**src/rtl/apb_master.sv**
```systemverilog
// apb_master: APB requester stage. Takes single read/write commands on a
// valid/ready port, runs them as IDLE -> SETUP -> ACCESS on the APB bus and
// returns read data and status on a one-cycle response strobe. Commands can
// chain back-to-back straight from ACCESS into SETUP.
// Optional ACCESS-phase timeout: define APB_MASTER_TIMEOUT_EN.
module apb_master #(
  parameter int ADDR_WIDTH     = 8,
  parameter int DATA_WIDTH     = 32,
  parameter int TIMEOUT_CYCLES = 16
) (
  input  logic                  PCLK,
  input  logic                  PRESET,
  input  logic                  req_valid,
  output logic                  req_ready,
  input  logic                  req_write,
  input  logic [ADDR_WIDTH-1:0] req_addr,
  input  logic [DATA_WIDTH-1:0] req_wdata,
  output logic                  rsp_valid,
  output logic [DATA_WIDTH-1:0] rsp_rdata,
  output logic                  rsp_err,
  output logic                  PSEL,
  output logic                  PENABLE,
  output logic                  PWRITE,
  output logic [ADDR_WIDTH-1:0] PADDR,
  output logic [DATA_WIDTH-1:0] PWDATA,
  input  logic [DATA_WIDTH-1:0] PRDATA,
  input  logic                  PREADY
);

  typedef enum logic [1:0] {
    ST_IDLE   = 2'd0,
    ST_SETUP  = 2'd1,
    ST_ACCESS = 2'd2
  } state_t;

  state_t                r_state;
  logic                  r_psel;
  logic                  r_penable;
  logic                  r_pwrite;
  logic [ADDR_WIDTH-1:0] r_paddr;
  logic [DATA_WIDTH-1:0] r_pwdata;
  logic                  r_rsp_valid;
  logic [DATA_WIDTH-1:0] r_rsp_rdata;
  logic                  w_abort;

  // The counter is 10 bits wide, so reject timeouts it cannot represent.
  if (TIMEOUT_CYCLES < 1 || TIMEOUT_CYCLES > 1023) begin : g_bad_timeout
    $error("apb_master: TIMEOUT_CYCLES must be in 1..1023");
  end

`ifdef APB_MASTER_TIMEOUT_EN
  localparam logic [9:0] TO_LAST = 10'(TIMEOUT_CYCLES - 1);

  logic [9:0] r_count;
  logic       r_rsp_err;

  // Abort in the TIMEOUT_CYCLES-th ACCESS cycle unless PREADY arrives then.
  assign w_abort = (r_state == ST_ACCESS) && !PREADY && (r_count == TO_LAST);

  // Wait-state counter and the sticky error flag that goes with each response.
  always_ff @(posedge PCLK) begin
    if (!PRESET) begin
      r_count   <= '0;
      r_rsp_err <= 1'b0;
    end else begin
      case (r_state)
        ST_IDLE: ;
        ST_SETUP: r_count <= '0;
        ST_ACCESS: begin
          if (!PREADY) r_count <= r_count + 10'd1;
          if (w_abort) r_rsp_err <= 1'b1;
          else if (PREADY) r_rsp_err <= 1'b0;
        end
        default: r_rsp_err <= 1'b0;
      endcase
    end
  end

  assign rsp_err = r_rsp_err;
`else
  assign w_abort = 1'b0;
  assign rsp_err = 1'b0;
`endif

  // A command is taken in IDLE, or in ACCESS at a completion that is not an abort.
  assign req_ready = PRESET &&
                     ((r_state == ST_IDLE) ||
                      ((r_state == ST_ACCESS) && PREADY && !w_abort));

  // Main sequencer: state, APB signals and the response strobe are all registered.
  always_ff @(posedge PCLK) begin
    if (!PRESET) begin
      r_state     <= ST_IDLE;
      r_psel      <= 1'b0;
      r_penable   <= 1'b0;
      r_pwrite    <= 1'b0;
      r_paddr     <= '0;
      r_pwdata    <= '0;
      r_rsp_valid <= 1'b0;
      r_rsp_rdata <= '0;
    end else begin
      r_rsp_valid <= 1'b0;
      case (r_state)
        ST_IDLE: begin
          r_psel    <= 1'b0;
          r_penable <= 1'b0;
          if (req_valid) begin
            r_pwrite <= req_write;
            r_paddr  <= req_addr;
            r_pwdata <= req_wdata;
            r_psel   <= 1'b1;
            r_state  <= ST_SETUP;
          end
        end
        ST_SETUP: begin
          r_psel    <= 1'b1;
          r_penable <= 1'b1;
          r_state   <= ST_ACCESS;
        end
        ST_ACCESS: begin
          if (w_abort) begin
            r_rsp_valid <= 1'b1;
            r_rsp_rdata <= '0;
            r_psel      <= 1'b0;
            r_penable   <= 1'b0;
            r_state     <= ST_IDLE;
          end else if (PREADY) begin
            r_rsp_valid <= 1'b1;
            r_rsp_rdata <= r_pwrite ? '0 : PRDATA;
            r_penable   <= 1'b0;
            if (req_valid) begin
              r_pwrite <= req_write;
              r_paddr  <= req_addr;
              r_pwdata <= req_wdata;
              r_psel   <= 1'b1;
              r_state  <= ST_SETUP;
            end else begin
              r_psel  <= 1'b0;
              r_state <= ST_IDLE;
            end
          end
        end
        default: begin
          r_state     <= ST_IDLE;
          r_psel      <= 1'b0;
          r_penable   <= 1'b0;
          r_pwrite    <= 1'b0;
          r_paddr     <= '0;
          r_pwdata    <= '0;
          r_rsp_rdata <= '0;
        end
      endcase
    end
  end

  assign PSEL      = r_psel;
  assign PENABLE   = r_penable;
  assign PWRITE    = r_pwrite;
  assign PADDR     = r_paddr;
  assign PWDATA    = r_pwdata;
  assign rsp_valid = r_rsp_valid;
  assign rsp_rdata = r_rsp_rdata;

endmodule

```
**config.mk**
```make
export PLATFORM = sky130hd
export DESIGN_NAME = apb_master
export DESIGN_NICKNAME = d
export VERILOG_FILES = /design/src/rtl/apb_master.sv
export SDC_FILE = /design/constraint.sdc
export NUM_CORES = 1
export LEC_CHECK = 0
export ABC_AREA = 1
export BUFFER_PORTS_ARGS = -buffer_cell sky130_fd_sc_hd__buf_4
export CAP_MARGIN = 10
export CORE_MARGIN = 3
export CORE_UTILIZATION = 42
export DETAILED_ROUTE_END_ITERATION = 7
export GPL_ROUTABILITY_DRIVEN = 0
export PLACE_DENSITY_LB_ADDON = 0.08
export SETUP_SLACK_MARGIN = 0.5
export SYNTH_ARGS = -nofsm -noshare
export SYNTH_HDL_FRONTEND = slang
export SYNTH_SLANG_ARGS = --single-unit
```
**constraint.sdc**
```tcl
create_clock -name PCLK -period 2.95 [get_ports PCLK]
set_input_delay 0.59 -clock PCLK [delete_from_list [all_inputs] [get_ports PCLK]]
set_output_delay 0.59 -clock PCLK [all_outputs]
set_load 0.02 [all_outputs]
```
# == After elaboration in Yosys (flattened, before gate mapping) ==
# Index checks and enable logic that the tools add are counted.
# op_classes
bitwise_logic,2
muxes,22
n_eq_ne,4
n_reduce_logical,9
# ops
operator,count
32-bit 2-to-1 mux,4
32-bit one-hot mux with 3 select lines,1
32-bit one-hot mux with 2 select lines,1
8-bit one-hot mux with 3 select lines,1
8-bit 2-to-1 mux,2
2-bit AND reduction,4
1-bit 2-to-1 mux,7
1-bit one-hot mux with 3 select lines,2
2-bit one-hot mux with 3 select lines,1
2-bit 2-to-1 mux,2
"2-bit inequality test, second input constant",2
"2-bit by 1-bit == test with 1-bit output, second input constant",1
"2-bit == test, second input constant",1
1-bit logical AND,2
2-bit zero test,1
1-bit NOT,2
1-bit one-hot mux with 2 select lines,1
2-bit OR reduction,1
1-bit logical OR,1
# word_totals
elab_cells,45
reg_bits,78
in_bits,77
out_inout_bits,78

# == Depth between registers and ports, before layout ==
# Gate-level depths: netlist of the first run.
# depth
ltp_word,4
ltp_mapped,7
mapped_depth_nobuf,6

# == Worst setup path before layout of the first run ==
# No wires, ideal clock.
# synth_path
path_kind,input to output
from,in PRESET
to,out req_ready
t_required_ns,2.360
arrival_ns,1.150
n_path_buf,2
cell_stages,5
slack_ns,1.210
cell_sequence,inv_1 > nor2_1 > and2_1 > buf_4 > buf_6
# synth_via
elab_chain_len,1
# synth_rtl
element,line,rtl
start: declaration,12,"input logic PRESET,"
1-bit logical AND,86,assign req_ready = PRESET &&
end: declaration,14,"output logic req_ready,"
# Every way passes these cells.

# == Worst setup path in the final report of the first run ==
# layout_path
from,reg r_state[1]
to,out req_ready
# layout_via
elab_chain_len,4
# layout_rtl
element,line,rtl
start: declaration,36,state_t r_state;
start signal: assignment,93,r_state <= ST_IDLE;
start signal: assignment,112,r_state <= ST_SETUP;
start signal: assignment,118,r_state <= ST_ACCESS;
2-bit == test,88,((r_state == ST_ACCESS) && PREADY && !w_abort));
1-bit logical AND,88,
1-bit logical OR *,87,((r_state == ST_IDLE) ||
1-bit logical AND *,86,
# Mark *: on every way between the ends. The rest lies on a longest branch, timed or not.

==> results.cfg, run 1 <==
[run_status]
outcome = finished, final reports clean

[clock_network]
cts_setup_buffers = 0
cts-root-buf = clkbuf_8
cts_buffers = 9
ctsResizeCount = 0
cts_hold_buf = 0
clock_latency_ps = 330
cts.sinks = 78
cts_tree = yes
clk_pin_slew_ps = 80
cts_htree_levels = 3
max-clock-path-buffers = 2

[route]
post_drt_wl_per_cell_um = 12.09
via_count = 3593
routed_wl_um = 9430
first_iter_violations = 108
drc = 0
firstDrtPassIters = 4
routed_via_density = 4.606
drtAntennaViolNets = 0

[floorplan]
die_w_um = 98.37
coreArea_mm2 = 0.008258
ios = 155
rows = 33
die_y_um = 98.37
start_util = 0.4339
die_area_mm2 = 0.009677

[sta]
setup_viol = 0
slew_headroom = 0.4050
final-hold-violation-count = 0
rsz0062_at_grt = no
period_share = 0.6163
fin_crit_ps = 1818
skew_ps = 7.551
setup_tns_ps = 0
max_freq_ghz = 0.5501
tightestPinTransition_ps = 891.5
slew_viol_final = 0

[worst_setup_path]
crit_fanout = 6
cp.required_ps = 2360
cp-endpoint = req_ready
cp_slowest_cell = dfxtp_1
r2r_end = rsp_rdata[14]$_SDFFE_PN0P_
critPathLaunch = r_state[1]$_SDFFE_PN0P_
critPathKind = register to output pin
start_kind = register
path_cells = nand2_1 -> and2_1 -> buf_4
max_stage_delay_ps = 460
rr_startpoint = r_state[0]$_SDFFE_PN0P_
end_kind = output pin
arrival_ps = 1230
r2r_cells = 6
r2r_setup_slack_ps = 1270

[yosys]
yosysTopAreaCellShare = 0.4358
synth_common_cells = nand2_1, nor2_1, dfxtp_1
ys.flop_type = dfxtp_1
syn_avg_cell_area_um2 = 6.648
yosysSeqAreaShare = 0.4358
synth.distinct_cells = 19
synth_area_leaders = dfxtp_1, nand2_1, nor2_1
synth_top_cell_by_area = dfxtp_1
syn_inst = 539
synth_seq_cells = 78
netlist_area_mm2 = 0.003583
syn-num-nets = 616
ys_warn_count = 0
synth_most_common_cell = nand2_1
synth-async-reset-ratio = 0
synth_edf_count = 0

[power_and_ir_drop]
ir_worst_vdd_uv = 255.0
pwr_density_cell_mw_per_mm2 = 492.6
power.leakage_nw = 2.645

[place]
place_area_mm2 = 0.004707
dpl.hpwl_um = 6247
io_buffer_count = 153

[global_route]
first_global_vias = 3264
grtUsageTotal = 0.1929
gr-total-overflow = 0
antenna_found_initial = 0
grt_pass1_wl_um = 15580
grt_max_degree = 74

[finish]
final_util = 0.5942
drive_gt1_frac = 0.2622
num_antenna_cells = 0
layout.nets = 747
design_area_mm2 = 0.004907
area_growth_pct = 36.94

[hold_path]
hp-class = primary input to register
hp-start = req_wdata[11]

[flow_run]
cap_violations = 0
power breakdown:
part / internal (mW) / total (mW) / switching (mW)
clock network: 0.434 / 0.804 / 0.370
registers: 1.11 / 1.15 / 0.0358
logic: 0.205 / 0.463 / 0.259
total: 1.75 / 2.42 / 0.664
metrics by stage:
stage | setup slack (ps) | hold slack (ps) | std cells | power [mW]
detailed placement | 1148 | 497.9 | 764 | 1.642
finish | 1132 | 470.9 | 780 | 2.417
floorplan | 1210 | 555.2 | 539 | 1.438
global placement | 1150 | 490.2 | 764 | 1.636
CTS | 1112 | 457.1 | 780 | 2.451
global route | 1020 | 458.9 | 780 | 2.551
kinds of logic after synthesis:
family,Yosys count,synth area share
AOI/OAI and AO/OA,5,0.008729
other,1,0.001046
DFF,78,0.4358
and+or+nand+nor,372,0.4490
buffers and inverters,83,0.1054
area by class of cell:
cell class / count / area, um2
clock inverters: 4 / 45.04
inverters: 43 / 161.4
fillers: 784 / 3351
repair buffers: 160 / 1201
multi-input cells: 378 / 1652
clock buffers: 12 / 155.1
flip-flops and latches: 78 / 1562
well taps: 105 / 131.4
flip-flops by register name, summed over array words and instances (netlist names):
register   cells
PENABLE        1
rsp_rdata     32
r_state        2
PWRITE         1
rsp_valid      1
PSEL           1
PWDATA        32
PADDR          8
worst min path at each step:
stage	to	slack, ps	cells past startpoint
floorplan	PENABLE$_SDFFE_PN0P_	560	2
global placement	PSEL$_SDFFE_PN0P_	490	2
detailed placement	PSEL$_SDFFE_PN0P_	500	2
CTS	PWDATA[17]$_SDFFE_PN0P_	460	3
global route	PWDATA[8]$_SDFFE_PN0P_	460	3
finish	PWDATA[11]$_SDFFE_PN0P_	470	3
worst max-delay path: cells and delay by family (launching register included):
family | cells | cell delay, ps
flip-flops | 1 | 460
AND/OR/NAND/NOR | 2 | 280
buffers and inverters | 1 | 160
cell usage in the layout, fill, tap and decap left out:
master / n
a21oi_1: 3
inv_1: 40
nand3b_1: 41
buf_4: 160
inv_2: 1
nor2_1: 96
clkinv_2: 3
bufinv_16: 1
nor3_1: 1
clkbuf_1: 1
and2_1: 1
conb_1: 1
nand2_1: 189
nand3_1: 44
dfxtp_1: 78
clkinv_1: 2
o21ai_4: 1
clkbuf_8: 11
o21a_1: 1
routing by layer:
layer,track usage,routed length [um]
met3,0.05929,800
met1,0.2559,4212
met2,0.3047,4342
met4,0.05357,74
met5,0,0
Power figures use the tool's default switching activity.
==> run 2: changes to the inputs <==
Clock period 2.95 ns to 1.62 ns, I/O delays scaled along.
==> results.cfg, run 2 (same netlist as run 1, synthesis figures left out) <==
[route]
routed_via_density = 4.887
via_count = 4022
drc = 0
routed_wl_um = 12290
first_iter_violations = 182
firstDrtPassIters = 4
post_drt_wl_per_cell_um = 14.93
drtAntennaViolNets = 0

[power_and_ir_drop]
pwr-share-seq = 0.433
power.leakage_nw = 3.076
combinationalPowerShare = 0.238
pwr_density_cell_mw_per_mm2 = 801.6
sw_frac_of_total = 0.2805
ir_worst_vdd_uv = 478.2
cell_internal_pwr_mw = 3.549
switching_power_mw = 1.383
p_clk_frac = 0.329

[worst_setup_path]
critPathLaunch = r_state[0]$_SDFFE_PN0P_
crit_buf_inv = 4
r2r_setup_slack_ps = 260
path_cells = buf_6 -> o21ai_4 -> buf_6 -> buf_6 -> clkbuf_16 -> nand2_4 -> nand2_2 -> nor2_2
r2r_end = rsp_rdata[16]$_SDFFE_PN0P_
cp_slowest_cell = dfxtp_4
start_kind = register
crit_family = buffers and inverters
r2r_cells = 8
end_kind = register
cp.required_ps = 1860
max_stage_delay_ps = 350
path_common_cell = buf_6
critPathKind = register to register
rr_startpoint = r_state[0]$_SDFFE_PN0P_
arrival_ps = 1600
crit_fanout = 8

[place]
dpl.hpwl_um = 6461
place_inst = 767
io_buffer_count = 153

[clock_network]
clk_pin_slew_ps = 80
cts.sinks = 78
cts_tree = yes
max-clock-path-buffers = 2
cts-root-buf = clkbuf_8
cts_buffers = 9
clock_latency_ps = 350
cts_htree_levels = 3

[floorplan]
coreArea_mm2 = 0.008258
die_w_um = 98.37
die_y_um = 98.37
die_area_mm2 = 0.009677
ios = 155
rows = 33
start_util = 0.4339

[global_route]
gr-total-overflow = 0
antenna_found_initial = 0
grtUsageTotal = 0.2370
grt_max_degree = 74
first_global_vias = 3751
grt_pass1_wl_um = 18600

[sta]
skew_ps = 6.847
final-hold-violation-count = 0
max_freq_ghz = 0.7352
period_share = 0.8397
setup_viol = 0
rsz0062_at_grt = yes
setup_tns_ps = 0
fin_crit_ps = 1360
slew_viol_final = 0

[hold_path]
hp-class = primary input to register
holdPathStages = 3
hp-start = req_wdata[4]
hold_end = PWDATA[4]$_SDFFE_PN0P_

[finish]
fin_cells = 823
area_growth_pct = 71.72
final_util = 0.7452
layout.nets = 790
drive_gt1_frac = 0.4986
final_cell_mix = nand2_1, buf_4, buf_6
final_common_cell = nand2_1
num_antenna_cells = 0

[run_status]
outcome = finished, final reports clean

[flow_run]
cap_violations = 0
[run 2: cell count changes in the layout (fill, tap and decap cells not counted), sizes merged]
cell,before,now
buf,160,201
clkbuf,12,13
inv,41,42
bufinv,1,2
clkinvlp,0,2
clkinv,5,2
[run 2: stage by stage]
| step | hold WS (ps) | power (mW) | cell area (um2) | setup slack [ps] |
|---|---|---|---|---|
| after floorplan | 458.4 | 2.622 | 3592 | 411.1 |
| after global placement | 469.3 | 2.996 | 4770 | 204.3 |
| after detailed placement | 481.3 | 3.009 | 4770 | 150.6 |
| after CTS | 184.0 | 4.830 | 5773 | 258.9 |
| after global routing | 188.4 | 5.157 | 6153 | 208.9 |
| final | 191.0 | 4.932 | 6153 | 259.8 |
[run 2: final cells by class]
class / instances / area (um2)
Fill cell: 613 / 2105
Clock buffer: 12 / 145.1
Timing Repair Buffer: 202 / 2073
Multi-Input combinational cell: 378 / 1894
Sequential cell: 78 / 1667
Timing Repair inverter: 1 / 7.507
Inverter: 43 / 165.2
Tap cell: 105 / 131.4
Clock inverter: 4 / 70.07
[run 2: worst max-delay path by stage]
stage / to / slack (ps) / depth (start not counted)
global placement: PWRITE$_SDFFE_PN0P_ / 200 / 7
CTS: req_ready / 260 / 3
floorplan: req_ready / 410 / 5
global route: rsp_rdata[11]$_SDFFE_PN0P_ / 210 / 8
detailed placement: rsp_rdata[9]$_SDFFE_PN0P_ / 150 / 5
finish: rsp_rdata[16]$_SDFFE_PN0P_ / 260 / 8
[run 2: power by group through the flow]
stage          combinational, mW  sequential [mW]  clock (mW)
6_report                    1.17             2.13        1.63
3_3_place_gp               0.857             2.14           0
3_5_place_dp               0.869             2.14           0
5_1_grt                     1.26             2.14        1.75
2_1_floorplan              0.359             2.26           0
4_1_cts                     1.06             2.13        1.64
[run 2: repair_timing]
action | in CTS | in global routing
setup buffers | 16 | 15
cloned | 8 | 1
hold buffers | 0 | 0
pin swaps | 7 | 27
resized for setup | 175 | 82
endpoints found under the setup margin | 150 | 155
[run 2: worst register-to-register path, stage by stage, from the launching register on]
cell and delay [ps]:
dfxtp_4 350, buf_6 130, o21ai_4 210, buf_6 130
buf_6 110, clkbuf_16 170, nand2_4 50, nand2_2 60
nor2_2 50
[run 2: routing by layer]
metal	global-route usage	part of all wire	up-vias
met5	0	0	-
met4	0.08508	0.022	0
met3	0.05000	0.072	19
met2	0.4046	0.51	153
met1	0.2946	0.40	1866
li1	-	-	1984
